[config.mk]
export PLATFORM = sky130hd
export DESIGN_NAME = biquad8_coeff_loader
export DESIGN_NICKNAME = d
export VERILOG_FILES = /design/src/rtl/biquad8_pkg.sv /design/src/rtl/biquad8_coeff_loader.sv
export SDC_FILE = /design/constraint.sdc
export NUM_CORES = 1
export LEC_CHECK = 0
export ABC_CLOCK_PERIOD_IN_PS = 3300
export BUFFER_PORTS_ARGS = -buffer_cell sky130_fd_sc_hd__buf_4
export CAP_MARGIN = 30
export CELL_PAD_IN_SITES_DETAIL_PLACEMENT = 1
export CELL_PAD_IN_SITES_GLOBAL_PLACEMENT = 1
export CORE_ASPECT_RATIO = 2
export CORE_MARGIN = 3
export CORE_UTILIZATION = 38
export CTS_CLUSTER_DIAMETER = 120
export DETAILED_ROUTE_END_ITERATION = 12
export PLACE_DENSITY = 0.65
export SKIP_LAST_GASP = 1
export SYNTH_ARGS = -nofsm -noshare
export SYNTH_HDL_FRONTEND = slang
export SYNTH_SLANG_ARGS = --single-unit
export TNS_END_PERCENT = 30
[constraint.sdc]
create_clock -name clk -period 3.3 [get_ports clk]
set_input_delay 0.66 -clock clk [delete_from_list [all_inputs] [get_ports clk]]
set_output_delay 0.66 -clock clk [all_outputs]
set_load 0.02 [all_outputs]
[src/rtl/biquad8_pkg.sv]
// biquad8_pkg: shared constants and the coefficient-sequencer state type for the
// biquad8 incremental stage.
package biquad8_pkg;

    localparam int BIQUAD8_CBITS  = 18;
    localparam int BIQUAD8_NCOEFF = 2;

    typedef enum logic [1:0] {
        IDLE   = 2'd0,
        LOAD   = 2'd1,
        UPDATE = 2'd2
    } coeff_state_t;

endpackage

[src/rtl/biquad8_coeff_loader.sv]
// biquad8_coeff_loader: host shadow bank, burst snapshot and serial coefficient sequencer.
// Option: define BIQUAD8_COEFF_AUTO_UPDATE_EN so a write to the last index also requests a burst.
module biquad8_coeff_loader
    import biquad8_pkg::*;
#(
    parameter int NCOEFF = BIQUAD8_NCOEFF,
    parameter int CBITS  = BIQUAD8_CBITS,
    parameter int ABITS  = (NCOEFF > 1) ? $clog2(NCOEFF) : 1
) (
    input  logic             clk,
    input  logic             rst_n,
    input  logic             wr_i,
    input  logic [ABITS-1:0] wr_addr_i,
    input  logic [CBITS-1:0] wr_dat_i,
    input  logic             update_req_i,
    output logic             busy_o,
    output logic             done_o,
    output logic             coeff_wr_o,
    output logic [CBITS-1:0] coeff_dat_o,
    output logic             coeff_update_o
);

    logic [CBITS-1:0] r_bank [NCOEFF];
    logic [CBITS-1:0] r_snap [NCOEFF];
    logic [CBITS-1:0] w_fwd  [NCOEFF];
    coeff_state_t     r_state;
    logic [ABITS-1:0] r_k;
    logic             r_pending;
    logic             w_req;
    logic             r_busy;
    logic             r_done;
    logic             r_wr;
    logic             r_upd;
    logic [CBITS-1:0] r_dat;

    // Snapshot source: a same-cycle host write wins over the stored shadow word.
    always_comb begin
        for (int i = 0; i < NCOEFF; i++) begin
            w_fwd[i] = (wr_i && (wr_addr_i == ABITS'(i))) ? wr_dat_i : r_bank[i];
        end
    end

`ifdef BIQUAD8_COEFF_AUTO_UPDATE_EN
    assign w_req = update_req_i || (wr_i && (wr_addr_i == ABITS'(NCOEFF - 1)));
`else
    assign w_req = update_req_i;
`endif

    always_ff @(posedge clk) begin
        if (!rst_n) begin
            for (int i = 0; i < NCOEFF; i++) begin
                r_bank[i] <= '0;
            end
        end else begin
            for (int i = 0; i < NCOEFF; i++) begin
                if (wr_i && (wr_addr_i == ABITS'(i))) begin
                    r_bank[i] <= wr_dat_i;
                end
            end
        end
    end

    // Data trails each strobe by one cycle because the consumer registers its strobe once.
    always_ff @(posedge clk) begin
        if (!rst_n) begin
            r_state   <= IDLE;
            r_k       <= '0;
            r_pending <= 1'b0;
            r_busy    <= 1'b0;
            r_done    <= 1'b0;
            r_wr      <= 1'b0;
            r_upd     <= 1'b0;
            r_dat     <= '0;
        end else begin
            r_dat  <= '0;
            r_wr   <= 1'b0;
            r_upd  <= 1'b0;
            r_done <= 1'b0;
            case (r_state)
                IDLE: begin
                    if (w_req) begin
                        for (int i = 0; i < NCOEFF; i++) begin
                            r_snap[i] <= w_fwd[i];
                        end
                        r_k     <= '0;
                        r_state <= LOAD;
                        r_wr    <= 1'b1;
                        r_busy  <= 1'b1;
                    end
                end
                LOAD: begin
                    if (w_req) begin
                        r_pending <= 1'b1;
                    end
                    r_dat <= r_snap[r_k];
                    if (r_k == ABITS'(NCOEFF - 1)) begin
                        r_state <= UPDATE;
                        r_upd   <= 1'b1;
                        r_done  <= 1'b1;
                    end else begin
                        r_k  <= r_k + 1'b1;
                        r_wr <= 1'b1;
                    end
                end
                UPDATE: begin
                    // A request landing in this cycle chains like an earlier pending one.
                    if (r_pending || w_req) begin
                        for (int i = 0; i < NCOEFF; i++) begin
                            r_snap[i] <= w_fwd[i];
                        end
                        r_k       <= '0;
                        r_pending <= 1'b0;
                        r_state   <= LOAD;
                        r_wr      <= 1'b1;
                    end else begin
                        r_state <= IDLE;
                        r_busy  <= 1'b0;
                    end
                end
                default: begin
                    r_state <= IDLE;
                    r_busy  <= 1'b0;
                end
            endcase
        end
    end

    assign busy_o         = r_busy;
    assign done_o         = r_done;
    assign coeff_wr_o     = r_wr;
    assign coeff_dat_o    = r_dat;
    assign coeff_update_o = r_upd;

endmodule

==> summary.txt, run 1 <==
Global routing
  • GRT Overall Usage: 13.7%
  • Grt total ovfl: 0
  • Met1 Use GR: between 10% and 20%
  • M3 GR Usage: around 3.5%
  • GR peak layer: met2
  • Number of global-route vias before repair: ~2100
  • Initial antenna violation count: 0
  • Routing usage on met2: 23.2%
  • Largest net degree at the start of global routing: 37
  • Global-route wire length before repair: ~11000 microns

Logic synthesis
  • Xor-xnor portion of the synthesized cell area: 0%
  • Largest family of logic cells by synthesized area: multiplexers
  • Main flop type after synthesis: edfxtp_1
  • Netlist cell types: 26
  • Share of the yosys chip area belonging to registers: 71.9%
  • Commonest cells in the synthesized netlist: 72 x edfxtp_1, 27 x mux2_2, 25 x dfxtp_1
  • Post-synthesis simple-gate area fraction: 7.03%
  • Post-synth top area share: 58.4%
  • Synthesized cell area: between 3000 and 4000 sq um
  • Count leader, synth: edfxtp_1
  • Seq cells post-synth: 97
  • Synth top area cells: edfxtp_1 58%, dfxtp_1 14%, mux2_2 8.2%, mux2i_1 4.9%, mux2_4 3.6%
  • Synth warn: 0
  • Complex-gate fraction of the synthesized area: about 1.5%
  • Post-synthesis mux area share: roughly 17%
  • Ys async rst share: 0%
  • Adder-Cell Fraction of Synth Area: 0%
  • Cell count after synthesis: 225
  • Yosys top cell by area: edfxtp_1
  • Number of enable flip-flop cells after synthesis: 72
  • Net Count, Synth: ~250
  • Syn avg cell area: 16.5 sq um

Power
  • Reg power frac: 53.1%
  • Internal power: 2140 uW
  • Clock Power Share: 38.7%
  • Logic pwr share: approximately 8.2%
  • Pwr dens: 608 nW/um^2
  • Net Switching: ~560 uW
  • VDD IR max: between 0.0003 and 0.0004 V
  • Sw frac: around a fifth
  • Leak: roughly 0.0017 uW

STA
  • Final hold viol count: 0
  • Fin Hold WS: 0.479 ns
  • Fin crit share: ~59%
  • Setup Viol. Count Final: 0
  • Fmax achieved: 516 MHz
  • Slew Viols, Final: 0
  • Measured slew at the worst slew-check pin: ~0.82 ns
  • Setup TNS: 0 ns
  • Worst slew margin relative to its limit: between 40% and 50%
  • Fin crit period: 1.94 ns
  • RSZ-0062 raised after global routing: false
  • Clock skew: roughly 0.0066 ns

Clocking
  • Root Driver: clkbuf_16
  • Worst-skew pair later-pin latency: around 0.34 ns
  • CTS max path bufs: 2
  • Reg clk slew, reported paths: 0.06 ns
  • CTS buffer count: 9
  • Sinks on Clock Net: 97
  • H-tree levels: 3
  • CTS tree: built
  • Post-CTS setup buffers: 0
  • CTS resizes: 0
  • Cts hold-fix bufs: 0

Worst setup path
  • Worst Setup End Kind: flip-flop
  • CP required: 3.39 ns
  • Critical Path Source Type: primary input
  • CP Class: in2reg
  • CP Data Arrival Time: just over 2 ns
  • CP max FO: 20

Floorplanning
  • Initial Utilization: 39.2%
  • Die footprint: 11000 sq um
  • Die Ht: between 100 and 150 microns
  • I/O pin total: 45
  • Core footprint: roughly 9400 sq um
  • FP Rows: 50
  • Die X-Extent: around 76 microns

Placed design
  • Detail Placement HPWL: about 4500 microns
  • RePlAce Congestion: 0.701
  • PortBufs: 44

Route
  • Final WL: 6750 microns
  • WL per Instance: 16.6 microns
  • Antenna Nets Post-Route: 0
  • # DRC: 0
  • Total number of vias: slightly below 2000
  • Initial DRC Count: 100
  • 1st-pass router iterations: 4
  • Drt via density: 4.75

Finish
  • Layout cells sized above 1: 36.6%
  • Fillers: 940
  • Area growth syn-to-layout: 19.7%
  • Net count, final: between 200 and 300
  • N_diodes: 0

Min path
  • Hold WC Path Type: reg2reg

Job
  • Max Cap Viol: 0

Status
  • Status: complete, no violations
final cells by class:
cell class,instances,area [sq um],share of cell area [%]
flip-flops and latches,97,2660,60.1
multi-input cells,113,938,21.2
repair buffers,48,360,8.13
clock buffers,13,260,5.87
well taps,130,163,3.67
clock inverters,3,40.0,0.903
inverters,2,7.51,0.169
kinds of logic after synthesis:
logic type / count (synthesis)
and+or+nand+nor: 50
buffers and inverters: 15
DFF: 97
muxes: 54
AOI/OAI and AO/OA: 9
power by group through the flow:
stage | registers [uW] | clock network (uW) | logic, uW
global placement | 1450 | 0 | 219
finish | 1430 | 1040 | 220
detailed placement | 1460 | 0 | 225
CTS | 1430 | 1070 | 226
floorplan | 1460 | 0 | 135
global route | 1440 | 1120 | 242
critical path, stage by stage:
cell and delay [ns]:
buf_4 0.20, nor2b_2 0.46, buf_4 0.33, mux2_2 0.37
state kept, by name, summed over array words and instances, names as in the netlist:
| register | cells |
|---|---|
| coeff_wr_o | 1 |
| coeff_update_o | 1 |
| r_bank | 36 |
| r_k | 1 |
| r_state | 2 |
| busy_o | 1 |
| coeff_dat_o | 18 |
| r_snap | 36 |
| r_pending | 1 |
stage by stage:
step,setup WS [ns],cells,power [uW],instance area [sq um],utilization [%]
after CTS,1.34,406,2730,4430,46.9
after global routing,1.29,406,2800,4430,46.9
after detailed placement,0.984,390,1680,4130,43.7
after floorplan,1.10,225,1600,3700,-
final,1.36,406,2690,4430,46.9
after global placement,1.00,390,1670,4130,43.7
worst paths after layout:
| check | startpoint | end | slack, ns | depth (start not counted) |
|---|---|---|---|---|
| hold / removal | r_snap[0][6] | coeff_dat_o[6] | 0.48 | 2 |
| setup reg to reg | r_state[1] | r_snap[1][1] | 1.69 | 4 |
| hold reg to reg | r_snap[0][6] | coeff_dat_o[6] | 0.48 | 2 |
| setup / recovery | wr_i | r_snap[0][17] | 1.36 | 4 |
placed cells by master, fill, tap and decap left out:
cell / Yosys / final
a21boi_0: 1 / 1
a21oi_1: 2 / 2
and2_1: 1 / 1
and2b_1: 1 / 1
and3_1: 20 / 20
buf_4: 3 / 48
bufinv_16: 0 / 1
clkbuf_1: 3 / 2
clkbuf_16: 0 / 9
clkbuf_8: 0 / 2
clkinv_2: 0 / 2
dfxtp_1: 25 / 25
edfxtp_1: 72 / 72
inv_1: 2 / 2
mux2_2: 27 / 27
mux2_4: 9 / 9
mux2i_1: 18 / 18
nand2_1: 3 / 3
nand2_2: 1 / 1
nand2_4: 1 / 1
nand2b_1: 1 / 1
nor2_1: 20 / 20
nor2b_2: 0 / 1
nor3_1: 1 / 1
o2111ai_1: 1 / 1
o21a_1: 2 / 2
o21ai_0: 3 / 3
per-layer routing:
layer | routed length [microns] | up-vias
met5 | 0 | -
met4 | 180 | 0
met3 | 249 | 11
met2 | 3770 | 34
met1 | 2550 | 960
li1 | - | 925
Note: power is estimated with default switching activity, not from simulation.
==> run 2: changes to the inputs <==
--- a/config.mk
+++ b/config.mk
@@ -5,7 +5,7 @@
 export SDC_FILE = /design/constraint.sdc
 export NUM_CORES = 1
 export LEC_CHECK = 0
-export ABC_CLOCK_PERIOD_IN_PS = 3300
+export ABC_CLOCK_PERIOD_IN_PS = 1900
 export BUFFER_PORTS_ARGS = -buffer_cell sky130_fd_sc_hd__buf_4
 export CAP_MARGIN = 30
 export CELL_PAD_IN_SITES_DETAIL_PLACEMENT = 1
==> constraint.sdc (replaced) <==
create_clock -name clk -period 1.9 [get_ports clk]
set_input_delay 0.38 -clock clk [delete_from_list [all_inputs] [get_ports clk]]
set_output_delay 0.38 -clock clk [all_outputs]
set_load 0.02 [all_outputs]
==> summary.txt, run 2 (synthesis results as in run 1) <==
Status
  • Status: complete, no violations

Clocking
  • Worst-skew pair later-pin latency: 0.34 ns (about the same)
  • Root Driver: clkbuf_16
  • Reg clk slew, reported paths: 0.06 ns (about the same)
  • Post-CTS setup buffers: 0 (unchanged)
  • H-tree levels: 3 (unchanged)
  • CTS max path bufs: 2 (unchanged)
  • CTS buffer count: 9 (unchanged)
  • CTS resizes: 0 (unchanged)
  • Sinks on Clock Net: 97 (unchanged)
  • Cts hold-fix bufs: 0 (unchanged)
  • CTS tree: built

Job
  • Max Cap Viol: 0 (unchanged)

STA
  • Clock skew: 0.00386 ns (-0.00276 ns)
  • Final WS setup: 0.469 ns (-0.893 ns)
  • Fmax achieved: 699 MHz
  • Fin crit period: between 1 and 1.5 ns
  • RSZ-0062 raised after global routing: false
  • Final hold viol count: 0 (unchanged)
  • Fin crit share: between 70 and 80%
  • Measured slew at the worst slew-check pin: 0.411 ns (-0.414 ns)
  • Fin Hold WS: 0.320 ns (-0.160 ns)
  • Setup TNS: 0 ns (unchanged)
  • Slew Viols, Final: 0 (unchanged)
  • Setup Viol. Count Final: 0 (unchanged)
  • Worst slew margin relative to its limit: 72.5% (+28 points)

Worst setup path
  • Worst Setup End Kind: flip-flop
  • CP required: 1.93 ns (-1.46 ns)
  • CP max FO: 36 (+80%)
  • Worst r2r dst: r_snap[1][5]
  • Worst R2R Path Depth: 4 (unchanged)
  • CP Class: reg2reg
  • Worst r2r src: r_state[1]
  • Critical Path Source Type: flip-flop
  • Worst R2R Setup Slack: 0.47 ns (-1.22 ns)
  • CP Data Arrival Time: 1.46 ns (-0.57 ns)

Min path
  • Worst Hold Path EP: r_pending
  • Hold WC Path Type: in2reg
  • Hold Crit Depth: 3 (+1)
  • Hold Path Origin: update_req_i

Floorplanning
  • Core footprint: 9450 sq um (unchanged)
  • Die X-Extent: 75.8 microns (unchanged)
  • Initial Utilization: 39.2% (unchanged)
  • Die Ht: 146 microns (unchanged)
  • Die footprint: 11000 sq um (unchanged)
  • I/O pin total: 45 (unchanged)
  • FP Rows: 50 (unchanged)

Global routing
  • Largest net degree at the start of global routing: 37 (unchanged)
  • Routing usage on met2: 23.5% (+0.30 points)
  • GRT Overall Usage: 13.5% (-0.20 points)
  • Met1 Use GR: 14.2% (-0.79 points)
  • M3 GR Usage: 4.01% (+0.55 points)
  • Global-route wire length before repair: 10700 microns (-2.0%)
  • Initial antenna violation count: 0 (unchanged)
  • Grt total ovfl: 0 (unchanged)
  • GR peak layer: met2
  • Number of global-route vias before repair: 2114 (-0.095%)

Finish
  • Net count, final: 298 (+1.4%)
  • Layout cells sized above 1: 37.9% (+1.3 points)
  • End-of-flow core utilization: 47.4% (+0.48 points)
  • Area growth syn-to-layout: 20.9%
  • Commonest cells after routing, fill and taps aside: 72 x edfxtp_1, 50 x buf_4, 27 x mux2_2, 25 x dfxtp_1
  • N_diodes: 0 (unchanged)
  • Most common cell after layout, fill and taps aside: edfxtp_1

Power
  • Total power: 4650 uW (+73%)
  • VDD IR max: 0.000621 V (+99%)
  • Pwr dens: 1040 nW/um^2 (+71%)
  • Leak: 0.00174 uW (+0.98%)

Route
  • # DRC: 0 (unchanged)
  • 1st-pass router iterations: 4 (unchanged)
  • Total number of vias: 1937 (+0.36%)
  • Final WL: 6790 microns (+0.61%)
  • Drt via density: 4.72 (-0.62%)
  • Initial DRC Count: 124 (+24%)
  • WL per Instance: 16.6 microns (-0.37%)
  • Antenna Nets Post-Route: 0 (unchanged)

Placed design
  • RePlAce Congestion: 0.687 (-2.0%)
  • PortBufs: 44 (unchanged)
  • Detail Placement HPWL: 4500 microns (-0.14%)
  • Dpl ws: 0.208 ns (-0.776 ns)
[run 2: cell count changes in the layout (fill, tap and decap cells not counted), sizes merged]
cell	change
buf	+4
clkinv	+1
clkinvlp	+1
clkbuf	-2
[run 2: routing by layer]
layer / vias up / part of all wire [%]
li1: 928 / -
met1: 965 / 38
met2: 36 / 56
met3: 8 / 3.4
met4: 0 / 2.3
met5: - / 0
[run 2: layout make-up]
| type | count | area (sq um) |
|---|---|---|
| Fill cell | 938 | 4970 |
| Timing Repair Buffer | 52 | 415 |
| Multi-Input combinational cell | 113 | 940 |
| Tap cell | 130 | 163 |
| Clock inverter | 5 | 56.3 |
| Inverter | 2 | 7.51 |
| Sequential cell | 97 | 2660 |
| Clock buffer | 11 | 233 |
[run 2: worst max path at each step]
stage / startpoint / to / slack (ns) / cells after the start
2_1_floorplan: wr_i / r_bank[0][0] / 0.19 / 4
3_3_place_gp: wr_i / r_bank[0][0] / 0.24 / 5
3_5_place_dp: wr_i / r_bank[0][1] / 0.21 / 5
4_1_cts: r_state[1] / r_snap[0][4] / 0.46 / 4
5_1_grt: r_state[1] / r_snap[0][2] / 0.33 / 4
6_report: r_state[1] / r_snap[1][5] / 0.47 / 4
[run 2: metrics by stage]
stage	cell area, sq um	instances
after floorplan	3700	225
after global placement	4190	394
after detailed placement	4190	394
after CTS	4480	410
after global routing	4480	410
final	4480	410
[run 2: power by group]
| part | internal [uW] | switching [uW] |
|---|---|---|
| registers | 2440 | 39.0 |
| clock network | 1020 | 752 |
| logic | 198 | 203 |
[run 2: worst max-delay path, cell delays in order (launching register included)]
cell	delay, ns
dfxtp_1	0.36
a21oi_1	0.08
nor2_1	0.23
and2_2	0.22
buf_12	0.22
==> run 3: changes to the inputs <==
--- a/config.mk
+++ b/config.mk
@@ -5,7 +5,8 @@
 export SDC_FILE = /design/constraint.sdc
 export NUM_CORES = 1
 export LEC_CHECK = 0
-export ABC_CLOCK_PERIOD_IN_PS = 1900
+export ABC_AREA = 1
+export ABC_CLOCK_PERIOD_IN_PS = 1150
 export BUFFER_PORTS_ARGS = -buffer_cell sky130_fd_sc_hd__buf_4
 export CAP_MARGIN = 30
 export CELL_PAD_IN_SITES_DETAIL_PLACEMENT = 1
@@ -15,7 +16,7 @@
 export CORE_UTILIZATION = 38
 export CTS_CLUSTER_DIAMETER = 120
 export DETAILED_ROUTE_END_ITERATION = 12
-export PLACE_DENSITY = 0.65
+export PLACE_DENSITY = 0.71
 export SKIP_LAST_GASP = 1
 export SYNTH_ARGS = -nofsm -noshare
 export SYNTH_HDL_FRONTEND = slang
==> constraint.sdc (replaced) <==
create_clock -name clk -period 1.15 [get_ports clk]
set_input_delay 0.23 -clock clk [delete_from_list [all_inputs] [get_ports clk]]
set_output_delay 0.23 -clock clk [all_outputs]
set_load 0.02 [all_outputs]
==> summary.txt, run 3 <==
Status
  • Status: complete, but fails checks
  • Failing checks: setup timing

Power
  • Pwr dens: 1730 nW/um^2 (+67%)
  • Internal power: 6070 uW (+66%)
  • Logic pwr share: 10.4% (+1.8 points)
  • Sw frac: 22.6% (+1.2 points)
  • Clock Power Share: 36.6% (-1.5 points)
  • Total power: 7840 uW (+69%)
  • Net Switching: 1770 uW (+78%)
  • Reg power frac: 53.0% (-0.3 points)
  • VDD IR max: 0.00123 V (+98%)
  • Leak: 0.00187 uW (+7.7%)

Worst setup path
  • CP Cell Sequence: inv_4, nor2_4, o21ai_2, nand2_1, nand2_2, clkinvlp_4, clkbuf_16
  • Top delay family on crit path: buffers and inverters
  • CP max FO: 6 (-83%)
  • Worst Setup End Kind: flip-flop
  • WP buf/inv: 3 (+2)
  • Critical Path Source Type: flip-flop
  • Max stage delay on crit path: 0.37 ns (about the same)
  • CP required: 1.21 ns (-0.72 ns)
  • CP Data Arrival Time: 1.40 ns (-0.06 ns)
  • CP Class: reg2reg
  • Crit path max-delay cell type: dfxtp_4

STA
  • Clock skew: 0.00445 ns (+0.000584 ns)
  • Setup Viol. Count Final: 55 (+55)
  • Final WS setup: -0.193 ns (-0.662 ns)
  • Final hold viol count: 0 (unchanged)
  • Fmax achieved: 745 MHz (+6.6%)
  • Slew Viols, Final: 0 (unchanged)
  • Fin crit share: 117% (+41 points)
  • Measured slew at the worst slew-check pin: 0.434 ns (+0.0228 ns)
  • RSZ-0062 raised after global routing: true
  • Fin Hold WS: 0.200 ns (-0.120 ns)
  • Worst slew margin relative to its limit: 71.1% (-1.5 points)
  • Fin crit period: 1.34 ns (-0.0880 ns)

Logic synthesis
  • Synthesized cell area: 3570 sq um (-3.6%)
  • Share of the yosys chip area belonging to registers: 74.6% (+2.7 points)
  • Seq cells post-synth: 97 (unchanged)
  • Commonest cells in the synthesized netlist: 83 x nand2_1, 72 x edfxtp_1, 37 x o21ai_0
  • Yosys top cell by area: edfxtp_1
  • Synth top area cells: edfxtp_1 61%, dfxtp_1 14%, nand2_1 8.7%, o21ai_0 5.2%, a21oi_1 2.7%
  • Ys async rst share: 0% (unchanged)
  • Synth warn: 0 (unchanged)
  • Main flop type after synthesis: edfxtp_1
  • Cell count after synthesis: 307 (+36%)
  • Net Count, Synth: 330 (+33%)
  • Syn avg cell area: 11.6 sq um (-29%)
  • Post-synth top area share: 60.6% (+2.2 points)
  • Netlist cell types: 17 (-35%)
  • Number of enable flip-flop cells after synthesis: 72 (unchanged)
  • Count leader, synth: nand2_1

Finish
  • Fillers: 978 (+4.3%)
  • Net count, final: 388 (+30%)
  • Area growth syn-to-layout: 26.7%
  • Most common cell after layout, fill and taps aside: nand2_1
  • Final instance area: 4520 sq um (+1.1%)
  • Layout cells sized above 1: 23.8% (-14 points)
  • End-of-flow core utilization: 49.9% (+2.5 points)
  • Commonest cells after routing, fill and taps aside: 82 x nand2_1, 72 x edfxtp_1, 52 x buf_4, 37 x o21ai_0, 23 x dfxtp_1
  • N_diodes: 0 (unchanged)

Floorplanning
  • Core footprint: 9070 sq um (-3.9%)
  • FP Rows: 49 (-2.0%)
  • Initial Utilization: 39.3% (+0.14 points)
  • Die footprint: 10700 sq um (-3.4%)
  • I/O pin total: 45 (unchanged)
  • Die X-Extent: 74.5 microns (-1.7%)
  • Die Ht: 143 microns (-1.7%)

Global routing
  • Largest net degree at the start of global routing: 37 (unchanged)
  • Number of global-route vias before repair: 2388 (+13%)
  • GRT Overall Usage: 14.4% (+0.85 points)
  • Global-route wire length before repair: 11500 microns (+7.8%)
  • Grt total ovfl: 0 (unchanged)
  • Initial antenna violation count: 0 (unchanged)

Clocking
  • CTS max path bufs: 2 (unchanged)
  • H-tree levels: 3 (unchanged)
  • CTS buffer count: 9 (unchanged)
  • CTS tree: built
  • Sinks on Clock Net: 97 (unchanged)
  • Reg clk slew, reported paths: 0.06 ns (about the same)
  • Worst-skew pair later-pin latency: 0.33 ns (about the same)
  • Root Driver: clkbuf_16

Placed design
  • Detail Placement HPWL: 5250 microns (+17%)
  • PortBufs: 44 (unchanged)
  • Placed instance area: 4170 sq um (-0.42%)
  • RePlAce Congestion: 0.695 (+1.2%)

Route
  • # DRC: 0 (unchanged)
  • Final WL: 7300 microns (+7.5%)
  • WL per Instance: 15.5 microns (-6.6%)
  • Total number of vias: 2299 (+19%)
  • 1st-pass router iterations: 4 (unchanged)
  • Antenna Nets Post-Route: 0 (unchanged)
  • Initial DRC Count: 65 (-48%)
  • Drt via density: 4.87 (+3.1%)

Job
  • Max Cap Viol: 0 (unchanged)

Min path
  • Hold WC Path Type: in2reg
==> run 3: cell types whose count changed after synthesis, moves of 4 or more <==
cell / previous run / this run
a21oi_1: 2 / 19
nand2_1: 3 / 83
buf_2: 3 / 7
mux2_4: 9 / 0
mux2i_1: 18 / 0
inv_1: 2 / 24
o21ai_0: 3 / 37
clkbuf_2: 0 / 4
mux2_2: 27 / 0
and3_1: 20 / 0
==> run 3: power by group through the flow <==
stage	clock [uW]	sequential [uW]	combinational (uW)
after global placement	0	4210	760
after floorplan	0	4270	370
after global routing	3080	4180	914
after CTS	2950	4160	806
final	2870	4160	816
after detailed placement	0	4230	800
==> run 3: path summary, 6_finish.rpt <==
kind                                 start  cells past startpoint  slack (ns)      endpoint
worst max-delay path            r_state[1]                      7       -0.19  r_snap[0][5]
worst min register to register      busy_o                      2        0.50        busy_o
worst min-delay path                 rst_n                      3        0.20        busy_o
worst max register to register  r_state[1]                      7       -0.19  r_snap[0][5]
==> run 3: logic make-up after synthesis <==
kind of cell,synth area share [%]
DFF,74.6
and+or+nand+nor,12.4
AOI/OAI and AO/OA,8.17
buffers and inverters,4.80
==> run 3: layout make-up <==
class	count	area [sq um]	area share [%]
flip-flops and latches	97	2670	59.0
clock inverters	3	20.0	0.442
clock buffers	13	272	6.00
multi-input cells	171	752	16.6
repair buffers	62	587	13.0
inverters	24	96.3	2.13
well taps	102	128	2.82
==> run 3: worst min-delay path, delay by kind of cell <==
family	cells	cell delay (ns)
buffers and inverters	2	0.22
AO/OA/AOI/OAI	1	0.04
==> run 3: routing by layer <==
metal	vias to the layer above	GRT usage (%)	wire length, microns
met2	42	24.9	4120
met3	12	3.17	220
met5	-	0	0
met1	1102	16.5	2790
met4	0	6.38	175
li1	1143	-	-
==> run 3: per-stage QoR <==
step | std cells | setup TNS, ns | worst slack, ns
floorplan | 307 | -20.41 | -0.419
global placement | 453 | -4.13 | -0.128
detailed placement | 453 | -6.21 | -0.176
CTS | 469 | -6.98 | -0.191
global route | 472 | -11.84 | -0.248
finish | 472 | -7.54 | -0.193
==> run 3: repair_timing <==
item / in CTS / in global routing
endpoints found under the hold margin: 0 / 0
cloned: 0 / 2
resized for setup: 0 / 6
endpoints found under the setup margin: 55 / 58
hold buffers: 0 / 0
buffers inserted: 0 / 1
